`config.mk`:
```
export PLATFORM = sky130hd
export DESIGN_NAME = gobang_move_scheduler
export DESIGN_NICKNAME = d
export VERILOG_FILES = /design/src/rtl/gobang_move_scheduler.sv
export SDC_FILE = /design/constraint.sdc
export NUM_CORES = 1
export LEC_CHECK = 0
export ABC_AREA = 1
export CORE_ASPECT_RATIO = 1.5
export CORE_UTILIZATION = 30
export DETAILED_ROUTE_END_ITERATION = 8
export SLEW_MARGIN = 20
export SYNTH_ARGS = -nofsm -noshare
export SYNTH_HDL_FRONTEND = slang
export SYNTH_SLANG_ARGS = --single-unit
```
`constraint.sdc`:
```
create_clock -name clk -period 5.4 [get_ports clk]
set_input_delay 0.54 -clock clk [delete_from_list [all_inputs] [get_ports clk]]
set_output_delay 0.54 -clock clk [all_outputs]
set_load 0.03 [all_outputs]
```
`src/rtl/gobang_move_scheduler.sv`:
```
`default_nettype none
// ============================================================================
// Module   : gobang_move_scheduler
// Purpose  : Scans the 15x15 board and scores each empty cell from eight
//            pattern lookups. Keeps the best-scoring cell as the AI's move.
// Options  : DEFENSE_HALF_EN - defense-side terms are weighted by one half
// Revision : 1.0 - initial release
// ============================================================================
module gobang_move_scheduler (
  input  logic        clk,
  input  logic        rst,
  input  logic        start,
  output logic        busy,
  output logic        done,
  output logic [3:0]  cell_row,
  output logic [3:0]  cell_col,
  input  logic        cell_occ,
  output logic        pat_req,
  output logic [1:0]  pat_dir,
  output logic        pat_side,
  input  logic        pat_valid,
  input  logic [2:0]  pat_state,
  output logic [2:0]  eval_state,
  input  logic [31:0] eval_score,
  output logic [3:0]  best_row,
  output logic [3:0]  best_col,
  output logic [31:0] best_score,
  output logic        best_valid
);

  typedef enum logic [3:0] {
    S_IDLE = 4'd0,
    S_ADDR = 4'd1,
    S_OCC  = 4'd2,
    S_REQ  = 4'd3,
    S_EVAL = 4'd4,
    S_ACC  = 4'd5,
    S_CMP  = 4'd6,
    S_NEXT = 4'd7,
    S_DONE = 4'd8
  } state_t;

  state_t      state, state_nxt;
  logic [2:0]  k;
  logic [31:0] acc;
  logic [31:0] term;
  logic        last_cell;

  assign pat_dir   = k[1:0];
  assign pat_side  = k[2];
  assign last_cell = (cell_row == 4'd14) && (cell_col == 4'd14);

`ifdef DEFENSE_HALF_EN
  assign term = k[2] ? {1'b0, eval_score[31:1]} : eval_score;
`else
  assign term = eval_score;
`endif

  always_ff @(posedge clk) begin
    if (rst) state <= S_IDLE;
    else     state <= state_nxt;
  end

  always_comb begin
    state_nxt = state;
    busy      = (state != S_IDLE);
    done      = 1'b0;
    pat_req   = 1'b0;
    case (state)
      S_IDLE: if (start) state_nxt = S_ADDR;
      S_ADDR: state_nxt = S_OCC;
      S_OCC:  state_nxt = cell_occ ? S_NEXT : S_REQ;
      S_REQ: begin
        pat_req = 1'b1;
        if (pat_valid) state_nxt = S_EVAL;
      end
      S_EVAL: state_nxt = S_ACC;
      S_ACC:  state_nxt = (k == 3'd7) ? S_CMP : S_REQ;
      S_CMP:  state_nxt = S_NEXT;
      S_NEXT: state_nxt = last_cell ? S_DONE : S_ADDR;
      S_DONE: begin
        done      = 1'b1;
        state_nxt = S_IDLE;
      end
      default: state_nxt = S_IDLE;
    endcase
  end

  always_ff @(posedge clk) begin
    if (rst) begin
      cell_row   <= 4'd0;
      cell_col   <= 4'd0;
      k          <= 3'd0;
      acc        <= 32'd0;
      eval_state <= 3'd0;
      best_row   <= 4'd0;
      best_col   <= 4'd0;
      best_score <= 32'd0;
      best_valid <= 1'b0;
    end else begin
      case (state)
        S_IDLE: if (start) begin
          cell_row   <= 4'd0;
          cell_col   <= 4'd0;
          best_row   <= 4'd0;
          best_col   <= 4'd0;
          best_score <= 32'd0;
          best_valid <= 1'b0;
        end
        S_OCC: if (!cell_occ) begin
          acc <= 32'd0;
          k   <= 3'd0;
        end
        S_REQ: if (pat_valid) eval_state <= pat_state;
        S_ACC: begin
          acc <= acc + term;
          if (k != 3'd7) k <= k + 3'd1;
        end
        // Strict compare: on a tie the earlier cell in scan order wins.
        S_CMP: if (!best_valid || (acc > best_score)) begin
          best_row   <= cell_row;
          best_col   <= cell_col;
          best_score <= acc;
          best_valid <= 1'b1;
        end
        S_NEXT: begin
          if (cell_col != 4'd14) begin
            cell_col <= cell_col + 4'd1;
          end else if (cell_row != 4'd14) begin
            cell_col <= 4'd0;
            cell_row <= cell_row + 4'd1;
          end
        end
        default: ;
      endcase
    end
  end

endmodule
`default_nettype wire

```
==> flow_summary.toml <==
[die]
std_cell_rows = 66
die-area_um2 = 23000
die_w_um = 124
coreArea_um2 = 21800
die_h_um = 185
initial_core_util_pct = 30.8
io_pins = 98

[placed_design]
place_congestion = 0.919
placed_area_um2 = 7830
post-dp-hpwl_mm = 15.3
portBuffers = 97

[run]
cap_violations = 0

[detailed_routing]
wl_mm = 20.5
vias = 6750
antenna_left = 0
viasPerCell = 4.91
drtIter0Drc = 368
wl_per_cell_um = 14.9
dr.pass1.iters = 7
drc_errors = 0

[clocking]
cts_tree = "yes"
clock_sinks = 91
post_cts_resized = 0
post_cts_buffers = 0
numCtsBuffers = 9
insertion_delay_ps = 360
clock-root-buffer = "clkbuf_16"
htreeDepth = 3
clk_pin_slew_ps = 70
hold_buffers = 0
cts_buffer_depth = 2

[power]
vdd_drop_max_v = 0.000195
power_density_nw_per_um2 = 273
finalPower_mw = 2.21
p_leak_nw = 3.59

[grt]
grt_pass1_wl_mm = 32.9
track_usage_pct = 18.7
grt_max_degree = 81
antenna_found_initial = 0
grt-ovfl-total = 0
grt_pass1_vias = 6605

[synth]
yosysSeqAreaShare_pct = 27.2
synth-seq-cells = 91
yosys_warnings = 0
syn_avg_cell_area_um2 = 6.58
synth_area_um2 = 6710
syn_inst = 1020
synth_cell_type_count = 40
syn-num-nets = 1130

[layout]
drive_gt1_share_pct = 6.35
ff_latch_area_um2 = 1820
syn2layout_area_growth_pct = 21.0
multiInputGateArea_um2 = 4290
final_cell_mix = "nand2_1 (285), a21oi_1 (145), nor2_1 (107)"
layout.nets = 1207
diodes = 0
final_common_cell = "nand2_1"
fin_area_um2 = 8120
nFillCells = 2424

[min_path]
hold_class = "flop to flop"

[timing]
rsz0062_at_grt = "no"
slew_viol_final = 0
slew_headroom_pct = 31.3
tns_ps = 0
period_share_pct = 48.5
skew_ps = 9.21
max_freq_mhz = 382
hold_violations = 0
post-route-min-period_ps = 2620
final-setup-viol-count = 0
tightestPinTransition_ps = 1030

[critical_path]
path_cells = "inv_1, ha_1, nand2_1, nor2_1, nand2_1, inv_1, nand2_1, nand2_1, nand2_1, nand2_1, nand2_1, nand2_4, nand3_1, nand2_1, nor2_1"
cp_common_cell = "nand2_1"
crit_required_ps = 5650
start_kind = "flop"
worstPathArrival_ps = 2860
critPathKind = "flop to flop"
path_max_fanout = 80
slowest_delay_ps = 750
cp-end-kind = "flop"
critPathSlowestCell = "nand2_4"

[outcome]
status = "finished, final reports clean"
power by group:
group	total [mW]	switching, mW	leakage [nW]	internal, mW
Combinational	0.788	0.476	2.71	0.311
Clock	0.631	0.301	0.141	0.329
Sequential	0.797	0.0584	0.741	0.738
worst max-delay path, delay by kind of cell, from the launching register on:
family | cells | cell delay [ps]
AND/OR/NAND/NOR | 12 | 1690
flip-flops | 1 | 350
adder cells (fa/ha/maj) | 1 | 310
buffers and inverters | 2 | 120
path summary, 6_finish.rpt:
check | slack [ps] | end | cells past startpoint | from
worst max-delay path | 2780 | best_score[7] | 15 | best_score[11]
worst min-delay path | 470 | eval_state[0] | 2 | eval_state[0]
worst max register to register | 2780 | best_score[7] | 15 | best_score[11]
worst min register to register | 470 | eval_state[0] | 2 | eval_state[0]
area by class of cell:
class	instances	share of cell area (%)
timing repair buffer	100	12.2
clock inverter	6	0.570
tap	272	4.19
multi-input combinational	793	52.9
sequential	91	22.4
clock buffer	10	2.94
inverter	102	4.75
Yosys cell counts:
cell type	instances	area, um2
dfxtp_1	91	1820
nand4_1	5	31.3
nor4_1	1	6.26
clkbuf_1	11	41.3
nor3b_1	2	15.0
a211oi_1	1	7.51
or2_2	5	31.3
nand3_1	62	310
nor3_1	11	55.1
buf_2	11	55.1
nor2_1	107	402
or2_1	1	6.26
inv_1	96	360
o21bai_1	3	22.5
o211ai_2	1	12.5
o21ai_1	1	5.00
a21o_1	6	45.0
inv_2	5	18.8
a31oi_1	1	6.26
a21oi_1	145	726
nor2_2	2	12.5
o21ai_0	33	165
nor3_2	1	10.0
inv_4	1	6.26
o31ai_1	1	7.51
nand2_2	1	6.26
o211ai_1	3	22.5
fa_1	1	20.0
o21a_1	3	22.5
a311oi_1	1	8.76
ha_1	69	863
xor2_1	1	8.76
nand3_2	31	310
buf_4	4	30.0
nand2_1	285	1070
nand3b_1	6	45.0
nand2_4	1	11.3
or2_4	1	8.76
nor2_4	1	11.3
buf_6	8	90.1
cells by family after synthesis:
logic type / share of synthesized area [%]
AND/OR/NAND/NOR: 34.9
AO/OA/AOI/OAI: 15.7
buffers and inverters: 8.97
flip-flops: 27.2
adder cells (fa/ha/maj): 13.2
XOR/XNOR: 0.131
layer usage:
layer | wire [um] | part of all wire [%] | global-route usage, % | vias up
li1 | - | - | - | 3515
met1 | 8450 | 41 | 21.1 | 3059
met2 | 10600 | 52 | 34.7 | 155
met3 | 984 | 4.8 | 3.08 | 21
met4 | 441 | 2.2 | 6.43 | 0
met5 | 0 | 0 | 0 | -
flip-flops by register name, summed over array words and instances (netlist names):
signal	count
acc	32
best_valid	1
best_col	4
cell_row	4
eval_state	3
state	4
cell_col	4
best_score	32
k	3
best_row	4
stage by stage:
stage          hold slack (ps)  util (%)  instances  setup slack, ps
6_report                   468      37.2       1374             2780
5_1_grt                    492      37.2       1374             2500
4_1_cts                    475      37.2       1374             2710
3_5_place_dp               462      35.9       1358             2550
3_3_place_gp               456      35.9       1358             2570
2_1_floorplan              457         -       1020             3190
Power figures use the tool's default switching activity.
